<file path="src/rtl/bcd_contador_display_pkg.sv">
// Shared constants and helpers for the two-digit BCD counter and its display scan.
package bcd_contador_display_pkg;

   localparam int         BCD_W     = 4;
   localparam logic [3:0] BCD_MAX   = 4'd9;
   localparam logic [1:0] SEL_UNITS = 2'b01;
   localparam logic [1:0] SEL_TENS  = 2'b10;

   typedef logic [BCD_W-1:0] bcd_t;

   function automatic logic is_bcd(input bcd_t d);
      return d <= BCD_MAX;
   endfunction

   // Counter width for a 0..n-1 range; a one-state counter still needs one bit.
   function automatic int cnt_w(input int n);
      return (n > 1) ? $clog2(n) : 1;
   endfunction

endpackage

</file>
<file path="src/rtl/bcd_contador_display_bcd_digit.sv">
// Single BCD digit: mod-(limit+1) up/down counter with clear and load.
module bcd_digit
   import bcd_contador_display_pkg::*;
(
   input  logic       clk,
   input  logic       rst,
   input  logic       clr,
   input  logic       load,
   input  logic       inc,
   input  logic       dec,
   input  bcd_t       load_val,
   input  bcd_t       limit,
   output bcd_t       q,
   output logic       carry,
   output logic       borrow
);

   // Carry/borrow depend only on inc/dec and q, never on load, so the top
   // can route a borrow back into load without a combinational loop.
   assign carry  = inc && (q == limit);
   assign borrow = dec && (q == '0);

   always_ff @(posedge clk) begin
      if (rst) begin
         q <= '0;
      end else if (clr) begin
         q <= '0;
      end else if (load) begin
         q <= load_val;
      end else if (inc) begin
         q <= (q == limit) ? '0 : q + 4'd1;
      end else if (dec) begin
         q <= (q == '0) ? limit : q - 4'd1;
      end
   end

endmodule

</file>
<file path="src/rtl/bcd_contador_display.sv">
// Two-digit BCD up/down counter with prescaler, checked load, wrap pulse
// and a time-multiplexed digit/select pair for a shared 7-segment decoder.
module bcd_contador_display
   import bcd_contador_display_pkg::*;
#(
   parameter int PRESCALE  = 4,
   parameter int MAX_TENS  = 5,
   parameter int MAX_UNITS = 9,
   parameter int SCAN_DIV  = 2
) (
   input  logic       clk,
   input  logic       rst,
   input  logic       en,
   input  logic       up,
   input  logic       clr,
   input  logic       load,
   input  logic [3:0] load_tens,
   input  logic [3:0] load_units,
   output logic [3:0] tens_q,
   output logic [3:0] units_q,
   output logic       tc,
   output logic       load_err,
   output logic [1:0] scan_sel,
   output logic [3:0] scan_digit
);

   localparam int   PW = cnt_w(PRESCALE);
   localparam int   SW = cnt_w(SCAN_DIV);
   localparam bcd_t MT = 4'(MAX_TENS);
   localparam bcd_t MU = 4'(MAX_UNITS);

   logic [PW-1:0] pre;
   logic [SW-1:0] scan_cnt;
   logic          pre_last;
   logic          step;
   logic          step_go;
   logic          load_ok;
   logic          units_inc;
   logic          units_dec;
   logic          units_carry;
   logic          units_borrow;
   logic          tens_carry;
   logic          tens_borrow;
   logic          dig_load;
   bcd_t          units_limit;
   bcd_t          units_load_val;
   bcd_t          tens_load_val;

   assign pre_last = (pre == PW'(PRESCALE - 1));
   assign step     = en && pre_last;
   assign step_go  = step && !clr && !load;

   assign load_ok = load && is_bcd(load_units) && (load_tens <= MT)
                    && ((load_tens < MT) || (load_units <= MU));

   assign units_inc = step_go && up;
   assign units_dec = step_go && !up;

   // Counting up in the top decade the units roll over at MAX_UNITS; every
   // other case (including borrow into a lower decade) rolls at 9.
   assign units_limit = (up && (tens_q == MT)) ? MU : BCD_MAX;

   // A borrow out of the tens digit means 00 stepped down: reload the terminal value.
   assign dig_load       = load_ok || tens_borrow;
   assign units_load_val = load_ok ? load_units : MU;
   assign tens_load_val  = load_ok ? load_tens  : MT;

   bcd_digit u_units (
      .clk      (clk),
      .rst      (rst),
      .clr      (clr),
      .load     (dig_load),
      .inc      (units_inc),
      .dec      (units_dec),
      .load_val (units_load_val),
      .limit    (units_limit),
      .q        (units_q),
      .carry    (units_carry),
      .borrow   (units_borrow)
   );

   bcd_digit u_tens (
      .clk      (clk),
      .rst      (rst),
      .clr      (clr),
      .load     (dig_load),
      .inc      (units_carry),
      .dec      (units_borrow),
      .load_val (tens_load_val),
      .limit    (MT),
      .q        (tens_q),
      .carry    (tens_carry),
      .borrow   (tens_borrow)
   );

   always_ff @(posedge clk) begin
      if (rst) begin
         pre <= '0;
      end else if (clr || load_ok) begin
         pre <= '0;
      end else if (en) begin
         pre <= pre_last ? '0 : pre + PW'(1);
      end
   end

   always_ff @(posedge clk) begin
      if (rst || clr) begin
         tc <= 1'b0;
      end else begin
         tc <= tens_carry || tens_borrow;
      end
   end

   always_ff @(posedge clk) begin
      if (rst) begin
         load_err <= 1'b0;
      end else begin
         load_err <= load && !clr && !load_ok;
      end
   end

   always_ff @(posedge clk) begin
      if (rst) begin
         scan_cnt <= '0;
         scan_sel <= SEL_UNITS;
      end else if (scan_cnt == SW'(SCAN_DIV - 1)) begin
         scan_cnt <= '0;
         scan_sel <= (scan_sel == SEL_UNITS) ? SEL_TENS : SEL_UNITS;
      end else begin
         scan_cnt <= scan_cnt + SW'(1);
      end
   end

   assign scan_digit = (scan_sel == SEL_TENS) ? tens_q : units_q;

endmodule
</file>
<file path="config.mk">
export PLATFORM = sky130hd
export DESIGN_NAME = bcd_contador_display
export DESIGN_NICKNAME = d
export VERILOG_FILES = /design/src/rtl/bcd_contador_display_pkg.sv /design/src/rtl/bcd_contador_display_bcd_digit.sv /design/src/rtl/bcd_contador_display.sv
export SDC_FILE = /design/constraint.sdc
export NUM_CORES = 1
export LEC_CHECK = 0
export ABC_AREA = 1
export CORE_MARGIN = 2
export CORE_UTILIZATION = 51
export CTS_CLUSTER_DIAMETER = 30
export DETAILED_ROUTE_END_ITERATION = 10
export DONT_BUFFER_PORTS = 1
export PLACE_DENSITY = 0.64
export SLEW_MARGIN = 30
export SYNTH_ARGS = -nofsm -noshare
export SYNTH_HDL_FRONTEND = slang
export SYNTH_SLANG_ARGS = --single-unit
</file>
<file path="constraint.sdc">
create_clock -name clk -period 1.7 [get_ports clk]
set_input_delay 0.17 -clock clk [delete_from_list [all_inputs] [get_ports clk]]
set_output_delay 0.17 -clock clk [all_outputs]
set_load 0.02 [all_outputs]
</file>
==> results.ini, run 1 <==
[detailed_routing]
drtIter0Drc = 60
drcViolationCount = 0
top_layer_used = met4
wirelength_um = 2690
met2_length_um = 1240
vias = 1180
avgViaCountPerCell = 5.24
drt-met1-wl_um = 1190
ant_nets = 0
drt_pre_antenna_iters = 4
wire_per_inst_um = 11.9
wl_met3_um = 220

[place]
dpl.hpwl_um = 2070
placed_cells = 219
port_buffers = 0
routabilityCongestion = 0.922

[setup_path]
path_cells = inv_1 -> o21ai_0 -> buf_4
cp-start-kind = register
cp.arrival_ps = 1390
crit_buf_inv = 2
end_kind = primary output
timing.rr.end = u_tens.q[3]$_SDFFE_PP0P_
path_max_fanout = 5
r2r-start = u_tens.q[0]$_SDFFE_PP0P_
slowest_delay_ps = 550
crit_path_top_delay_cell = dfxtp_1
crit_required_ps = 1530
path_class = register to primary output
crit_family = flip-flops
r2r_setup_slack_ps = 200
reg2regPathDepth = 8

[global_route]
grt_max_degree = 12
grt-ovfl-total = 0
grt_pass1_vias = 1173
grt_pass1_wl_um = 4730
antenna_found_initial = 0
track_usage_pct = 23.7

[die]
die-width_um = 50.7
ios = 30
die-area_mm2 = 0.00257
rows = 16
start_util_pct = 55.6
die_h_um = 50.7
core_mm2 = 0.00200

[sta]
tightestPinTransition_ps = 443
setup_tns_ps = 0
hold_slack_ps = 14.3
slew_viol_final = 0
maxClockFrequency_mhz = 640
maxSlewHeadroom_pct = 70.3
finalClockSkew_ps = 1.35
rsz0062_at_grt = false
fin_crit_ps = 1560
setup_viol = 0
finalCritPeriodShare_pct = 91.9
finalHoldViolations = 0

[run]
drv_cap = 0

[logic_synthesis]
synth.avg_cell_area_um2 = 6.08
yosys_warnings = 0
synthCells = 183
ys_seq_elements = 15
syn-cell-area_mm2 = 0.00111
yosysSeqAreaShare_pct = 27.0
syn-num-nets = 198
yosysUniqueCellTypes = 23

[power]
leakage_uw = 0.000612
p_per_area_mw_per_mm2 = 567
ir_worst_vdd_v = 0.000391

[worst_hold_path]
holdPathEnd = pre[1]$_SDFFE_PP0P_
whs_path_depth = 2
worstHoldPathType = input pin to register
min_from = en

[outcome]
status = complete, no violations

[cts]
numCtsBuffers = 3
cts_tree = built
cts.path.max_buffers = 2
htreeDepth = 1
cts.clk_slew.worst_paths_ps = 100
clock_sinks = 15
clock_latency_ps = 290
clock_tree.root_cell = clkbuf_4

[final_layout]
final_common_cell = nand2_1
fillers = 194
num_antenna_cells = 0
final_cell_mix = 56 x nand2_1, 23 x nor2_1, 20 x inv_1, 16 x o21ai_0, 14 x dfxtp_1
finalNonFillerCells = 225
nNetsFinal = 214
areaGrowthSynthToFinish_pct = 13.2
drive_gt1_share_pct = 19.2

==> how the worst max path moves through the flow <==
stage	startpoint	end	slack (ps)	cells past startpoint
2_1_floorplan	u_units.q[3]$_SDFFE_PP0P_	u_tens.q[1]$_SDFFE_PP0P_	360	9
3_3_place_gp	u_tens.q[0]$_SDFFE_PP0P_	u_tens.q[3]$_SDFFE_PP0P_	220	8
3_5_place_dp	u_tens.q[0]$_SDFFE_PP0P_	u_tens.q[3]$_SDFFE_PP0P_	230	8
4_1_cts	scan_sel[1]$_SDFFE_PP0P_	scan_digit[0]	90	3
5_1_grt	u_tens.q[0]$_SDFFE_PP0P_	u_tens.q[3]$_SDFFE_PP0P_	40	8
6_report	u_tens.q[0]$_SDFFE_PP0P_	scan_digit[0]	140	3
==> worst register-to-register path, delay by kind of cell, from the launching register on <==
kind | cells | cell delay [ps]
simple gates | 6 | 820
flops | 1 | 430
buf+inv | 1 | 100
compound gates | 1 | 50
==> flip-flops by register name (all words and copies together) (netlist names) <==
name	cells
u_tens.q	4
pre	2
scan_cnt	1
load_err	1
tc	1
u_units.q	4
scan_sel	2
==> Yosys cell counts <==
| library cell | number | area [um^2] |
|---|---|---|
| nand4_1 | 1 | 6.26 |
| clkbuf_8 | 1 | 13.8 |
| nand3_1 | 8 | 40.0 |
| a21oi_1 | 11 | 55.1 |
| o21ai_2 | 1 | 8.76 |
| nor2_1 | 23 | 86.3 |
| a21oi_2 | 2 | 17.5 |
| dfxtp_1 | 15 | 300 |
| ha_1 | 1 | 12.5 |
| nand3_4 | 2 | 35.0 |
| o21bai_1 | 1 | 7.51 |
| o21ai_1 | 1 | 5.00 |
| o21ai_0 | 16 | 80.1 |
| inv_2 | 5 | 18.8 |
| nand2_1 | 57 | 214 |
| nor2_4 | 4 | 45.0 |
| o21a_1 | 2 | 15.0 |
| a21o_1 | 1 | 7.51 |
| xor2_1 | 1 | 8.76 |
| nor3_1 | 2 | 10.0 |
| nor2_2 | 4 | 25.0 |
| nand2_2 | 4 | 25.0 |
| inv_1 | 20 | 75.1 |
==> repair_timing <==
item	CTS	global route
buffers inserted	0	0
resized for setup	0	2
setup endpoints to repair	0	1
endpoints found under the hold margin	3	0
hold buffers	2	0
==> final cells by class <==
type                       count  area (um^2)  area share, %
tap                           27         33.8           2.68
clock buffer                   3         22.5           1.79
multi-input combinational    142          707           56.2
timing repair buffer          12         95.1           7.55
sequential                    15          302           24.0
clock inverter                 1         5.00          0.398
inverter                      25         93.8           7.46
==> where the power goes <==
part           leakage [uW]  internal (uW)  switching (uW)
Clock             0.0000177           87.4             129
Combinational      0.000471           40.0            73.7
Sequential         0.000123            364            19.6
==> per-layer routing <==
layer | up-vias | global-route usage (%)
met4 | 0 | 9.01
met2 | 49 | 39.5
met3 | 4 | 3.87
li1 | 608 | -
met1 | 519 | 30.4
met5 | - | 0
==> cell families (layout without fill, tap and decap cells) <==
family / after synthesis / after routing / synth area share, %
compound gates: 35 / 35 / 17.7
xor+xnor: 1 / 1 / 0.788
fa+ha+maj: 1 / 1 / 1.12
buf+inv: 26 / 41 / 9.67
flops: 15 / 15 / 27.0
simple gates: 105 / 105 / 43.8
==> through the flow <==
| stage | total power (uW) | util, % | worst slack, ps | cell area [um^2] |
|---|---|---|---|---|
| 4_1_cts | 716 | 62.7 | 90.5 | 1250 |
| 2_1_floorplan | 474 | - | 355 | 1110 |
| 6_report | 713 | 62.9 | 138 | 1260 |
| 5_1_grt | 750 | 62.9 | 35.0 | 1260 |
| 3_3_place_gp | 497 | 60.3 | 217 | 1210 |
| 3_5_place_dp | 499 | 60.3 | 226 | 1210 |
Power figures use the tool's default switching activity.
==> inputs of run 2 (changes only) <==
Settings changed: CORE_ASPECT_RATIO from default to 0.5, CORE_UTILIZATION 51 to 40, PLACE_DENSITY 0.64 to 0.52.
==> results.ini, run 2 (synthesis gave the netlist of run 1 again) <==
[outcome]
status = complete, no violations  ; unchanged

[die]
die_h_um = 41.3  ; was 50.7 um
core_mm2 = 0.00262  ; was 0.00200 mm^2
die-width_um = 78.6  ; was 50.7 um
ios = 30  ; unchanged
start_util_pct = 42.5  ; was 55.6%
die-area_mm2 = 0.00324  ; was 0.00257 mm^2
rows = 13  ; was 16

[detailed_routing]
wirelength_um = 2860  ; was 2690 um
ant_nets = 0  ; unchanged
drcViolationCount = 0  ; unchanged
drt_pre_antenna_iters = 4  ; unchanged
avgViaCountPerCell = 4.87  ; was 5.24
wire_per_inst_um = 12.1  ; was 11.9 um
drtIter0Drc = 66  ; was 60
vias = 1154  ; was 1180

[power]
ir_worst_vdd_v = 0.000497  ; was 0.000391 V
leakage_uw = 0.000626  ; was 0.000612 uW
p_per_area_mw_per_mm2 = 620  ; was 567 mW/mm^2
power_uw = 806  ; was 713 uW

[final_layout]
postLayoutCellArea_mm2 = 0.00130  ; was 0.00126 mm^2
final_common_cell = nand2_1  ; unchanged
finalNonFillerCells = 237  ; was 225
areaGrowthSynthToFinish_pct = 17.0  ; was 13.2%
nNetsFinal = 216  ; was 214
drive_gt1_share_pct = 19.5  ; was 19.2%
top_regs = u_tens.q x4, u_units.q x4  ; unchanged
num_antenna_cells = 0  ; unchanged
final_cell_mix = 57 x nand2_1, 23 x nor2_1, 20 x inv_1, 16 x o21ai_0, 15 x dfxtp_1  ; was 56 x nand2_1, 23 x nor2_1, 20 x inv_1, 16 x o21ai_0, 14 x dfxtp_1

[place]
port_buffers = 0  ; unchanged
dp_slack_ps = 196  ; was 226 ps
routabilityCongestion = 0.858  ; was 0.922
placed_cells = 232  ; was 219
dpl.hpwl_um = 2310  ; was 2070 um
dpl_cell_area_mm2 = 0.00124  ; was 0.00121 mm^2

[setup_path]
path_max_fanout = 8  ; was 5
path_cells = nand2_1 -> o21ai_0 -> buf_4  ; was inv_1 -> o21ai_0 -> buf_4
cp-start-kind = register  ; unchanged
crit_buf_inv = 1  ; was 2
path_class = register to primary output  ; unchanged
crit_path_top_delay_cell = dfxtp_1  ; unchanged
crit_required_ps = 1530  ; about the same
slowest_delay_ps = 480  ; was 550 ps
cp.arrival_ps = 1350  ; was 1390 ps
crit_family = flip-flops  ; unchanged
end_kind = primary output  ; unchanged

[run]
drv_cap = 0  ; unchanged

[sta]
slew_viol_final = 0  ; unchanged
setup_viol = 0  ; unchanged
tightestPinTransition_ps = 463  ; was 443 ps
maxSlewHeadroom_pct = 69.0  ; was 70.3%
maxClockFrequency_mhz = 660  ; was 640 MHz
finalClockSkew_ps = 3.48  ; was 1.35 ps
rsz0062_at_grt = false  ; unchanged
layout_setup_ws_ps = 184  ; was 138 ps
setup_tns_ps = 0  ; unchanged
finalCritPeriodShare_pct = 89.1  ; was 91.9%
fin_crit_ps = 1520  ; was 1560 ps
finalHoldViolations = 0  ; unchanged

[cts]
clock_tree.root_cell = clkbuf_8  ; was clkbuf_4
clock_sinks = 15  ; unchanged
numCtsBuffers = 3  ; unchanged
clock_latency_ps = 250  ; was 290 ps
htreeDepth = 1  ; unchanged
cts_tree = built  ; unchanged
cts.path.max_buffers = 2  ; unchanged
cts.clk_slew.worst_paths_ps = 70  ; was 100 ps

[worst_hold_path]
worstHoldPathType = input pin to register  ; unchanged

[global_route]
antenna_found_initial = 0  ; unchanged
grt_max_degree = 11  ; was 12
grt_pass1_vias = 956  ; was 1173
grt_pass1_wl_um = 4430  ; was 4730 um
track_usage_pct = 18.7  ; was 23.7%
grt-ovfl-total = 0  ; unchanged

## run 2: power breakdown
group / internal, uW / switching, uW
logic: 40.7 / 74.6
registers: 364 / 17.7
clock network: 165 / 145
## run 2: timing repair
action | 4_1_cts | 5_1_grt
hold endpoints to repair | 1 | 0
buffers inserted | 0 | 0
gates resized for setup | 0 | 0
hold buffers | 1 | 0
## run 2: area by class of cell
| class | instances | area, um^2 |
|---|---|---|
| Sequential cell | 15 | 300 |
| Inverter | 25 | 93.8 |
| Multi-Input combinational cell | 142 | 704 |
| Clock inverter | 1 | 7.51 |
| Tap cell | 37 | 46.3 |
| Timing Repair Buffer | 14 | 108 |
| Clock buffer | 3 | 41.3 |
| Fill cell | 278 | 1320 |
## run 2: worst paths after layout
| check | start | end | slack, ps | depth (start not counted) |
|---|---|---|---|---|
| max | scan_sel[1]$_SDFFE_PP0P_ | scan_digit[3] | 180 | 3 |
| min | load | load_err$_SDFF_PP0_ | 20 | 2 |
| max reg2reg | pre[0]$_SDFFE_PP0P_ | u_tens.q[1]$_SDFFE_PP0P_ | 190 | 10 |
| min reg2reg | scan_cnt$_SDFF_PP0_ | scan_cnt$_SDFF_PP0_ | 460 | 1 |
## run 2: per-stage QoR
stage | util (%) | hold slack (ps)
finish | 49.7 | 19.8
CTS | 49.7 | 11.7
detailed placement | 47.4 | 239
global route | 49.7 | 33.4
floorplan | - | 237
global placement | 47.4 | 237
## run 2: metal layers
metal | track usage [%] | wire (um) | vias up | part of all wire (%)
li1 | - | - | 618 | -
met1 | 25.8 | 1490 | 499 | 52
met2 | 28.4 | 1140 | 35 | 40
met3 | 7.11 | 219 | 2 | 7.7
met4 | 3.07 | 10 | 0 | 0.35
met5 | 0 | 0 | - | 0
==> inputs of run 3 (changes only) <==
Settings changed: CELL_PAD_IN_SITES_DETAIL_PLACEMENT from default to 0, CELL_PAD_IN_SITES_GLOBAL_PLACEMENT from default to 1, CORE_UTILIZATION 40 to 41, PLACE_DENSITY 0.52 to 0.74.
==> results.ini, run 3 (synthesis gave the netlist of run 1 again) <==
[die]
ios = 30  ; unchanged
rows = 13  ; unchanged
die-area_mm2 = 0.00317  ; was 0.00324 mm^2
core_mm2 = 0.00259  ; was 0.00262 mm^2
die-width_um = 77.7  ; was 78.6 um
die_h_um = 40.8  ; was 41.3 um
start_util_pct = 43.0  ; was 42.5%

[detailed_routing]
wire_per_inst_um = 11.7  ; was 12.1 um
vias = 1184  ; was 1154
drtIter0Drc = 86  ; was 66
drcViolationCount = 0  ; unchanged
drt_pre_antenna_iters = 4  ; unchanged
wirelength_um = 2780  ; was 2860 um
ant_nets = 0  ; unchanged
avgViaCountPerCell = 4.97  ; was 4.87

[setup_path]
path_class = register to primary output  ; unchanged
path_max_fanout = 8  ; unchanged
end_kind = primary output  ; unchanged
cp.arrival_ps = 1350  ; about the same
crit_required_ps = 1530  ; about the same
path_cells = nand2_1 -> o21ai_0 -> buf_4  ; unchanged
slowest_delay_ps = 480  ; about the same
cp-start-kind = register  ; unchanged
crit_path_top_delay_cell = dfxtp_1  ; unchanged

[sta]
finalCritPeriodShare_pct = 89.5  ; was 89.1%
tightestPinTransition_ps = 512  ; was 463 ps
fin_crit_ps = 1520  ; about the same
slew_viol_final = 0  ; unchanged
maxClockFrequency_mhz = 657  ; was 660 MHz
hold_slack_ps = 24.9  ; was 19.8 ps
setup_tns_ps = 0  ; unchanged
maxSlewHeadroom_pct = 65.7  ; was 69.0%
rsz0062_at_grt = false  ; unchanged
setup_viol = 0  ; unchanged
finalHoldViolations = 0  ; unchanged
finalClockSkew_ps = 2.18  ; was 3.48 ps

[global_route]
grt_max_degree = 11  ; unchanged
track_usage_pct = 19.2  ; was 18.7%
grt-ovfl-total = 0  ; unchanged
grt_pass1_vias = 1016  ; was 956
antenna_found_initial = 0  ; unchanged
grt_pass1_wl_um = 4540  ; was 4430 um

[final_layout]
drive_gt1_share_pct = 20.4  ; was 19.5%
nNetsFinal = 217  ; was 216
top_regs = u_tens.q x4, u_units.q x4  ; unchanged
final_common_cell = nand2_1  ; unchanged
multiInputGateArea_um2 = 704  ; unchanged
fillers = 290  ; was 278
finalNonFillerCells = 238  ; was 237
register_area_um2 = 302  ; was 300 um^2
num_antenna_cells = 0  ; unchanged
final_cell_mix = 57 x nand2_1, 23 x nor2_1, 20 x inv_1, 15 x o21ai_0  ; was 57 x nand2_1, 23 x nor2_1, 20 x inv_1, 16 x o21ai_0, 15 x dfxtp_1
areaGrowthSynthToFinish_pct = 18.0  ; was 17.0%

[place]
placed_cells = 233  ; was 232
port_buffers = 0  ; unchanged
routabilityCongestion = 0.806  ; was 0.858
dpl.hpwl_um = 2290  ; was 2310 um

[worst_hold_path]
worstHoldPathType = input pin to register  ; unchanged

[cts]
clock_latency_ps = 250  ; about the same
post_cts_buffers = 0  ; unchanged
cts.path.max_buffers = 2  ; unchanged
clock_tree.root_cell = clkbuf_8  ; unchanged
cts.clk_slew.worst_paths_ps = 70  ; about the same
htreeDepth = 1  ; unchanged
clock_sinks = 15  ; unchanged
cts_tree = built  ; unchanged
numCtsBuffers = 3  ; unchanged

[outcome]
status = complete, no violations  ; unchanged

[power]
p_comb_share_pct = 14.4  ; was 14.3%
pwr-share-seq_pct = 47.6  ; was 47.3%
clkPwrFrac_pct = 37.9  ; was 38.4%
p_per_area_mw_per_mm2 = 613  ; was 620 mW/mm^2
p_int_uw = 571  ; was 569 uW
ir_worst_vdd_v = 0.000485  ; was 0.000497 V
swShare_pct = 29.0  ; was 29.4%
leakage_uw = 0.000630  ; was 0.000626 uW
power.switching_uw = 233  ; was 237 uW

[run]
drv_cap = 0  ; unchanged

==> run 3: cell count changes in the layout (fill, tap and decap cells not counted), sizes merged <==
| cell | change |
|---|---|
| buf | +1 |
==> run 3: per-stage QoR <==
step           area (um^2)  setup slack (ps)  total power [uW]  utilization (%)
3_5_place_dp          1250               195               504             48.3
4_1_cts               1310               162               806             50.6
6_report              1310               179               804             50.7
2_1_floorplan         1110               355               474                -
3_3_place_gp          1250               204               504             48.3
5_1_grt               1310              13.3               839             50.7
==> run 3: worst paths after layout <==
check,cells past startpoint,end,slack (ps),start
max,3,scan_digit[0],180,scan_sel[1]$_SDFFE_PP0P_
min,2,load_err$_SDFF_PP0_,20,load
max reg2reg,10,u_tens.q[1]$_SDFFE_PP0P_,200,pre[0]$_SDFFE_PP0P_
min reg2reg,1,scan_cnt$_SDFF_PP0_,450,scan_cnt$_SDFF_PP0_
==> run 3: area by class of cell <==
cell class	instances	area share, %
repair buffers	15	8.77
inverters	25	7.34
multi-input cells	142	53.7
clock buffers	3	3.15
well taps	37	3.53
clock inverters	1	0.572
flip-flops and latches	15	23.0
==> run 3: worst max-delay path: cells and delay by family (launching register included) <==
kind | cells | cell delay, ps
simple gates | 1 | 240
flops | 1 | 480
buf+inv | 1 | 170
compound gates | 1 | 210
==> run 3: timing repair <==
| item | CTS | global route |
|---|---|---|
| endpoints found under the hold margin | 1 | 0 |
| hold buffers | 1 | 0 |
| setup endpoints to repair | 0 | 2 |
| gates resized for setup | 0 | 3 |
==> run 3: layer usage <==
layer,vias up,part of all wire (%),GRT usage (%),routed length [um]
li1,617,-,-,-
met1,531,55,25.8,1530
met2,34,39,31.7,1070
met3,2,6.5,5.51,182
met4,0,0.072,4.02,2
met5,-,0,0,0
==> run 3: power groups by stage <==
| stage | clock network (uW) | registers (uW) | logic, uW |
|---|---|---|---|
| 6_report | 305 | 383 | 116 |
| 5_1_grt | 321 | 385 | 134 |
| 4_1_cts | 308 | 383 | 116 |
| 3_5_place_dp | 0 | 391 | 114 |
| 3_3_place_gp | 0 | 390 | 114 |
| 2_1_floorplan | 0 | 393 | 80.9 |
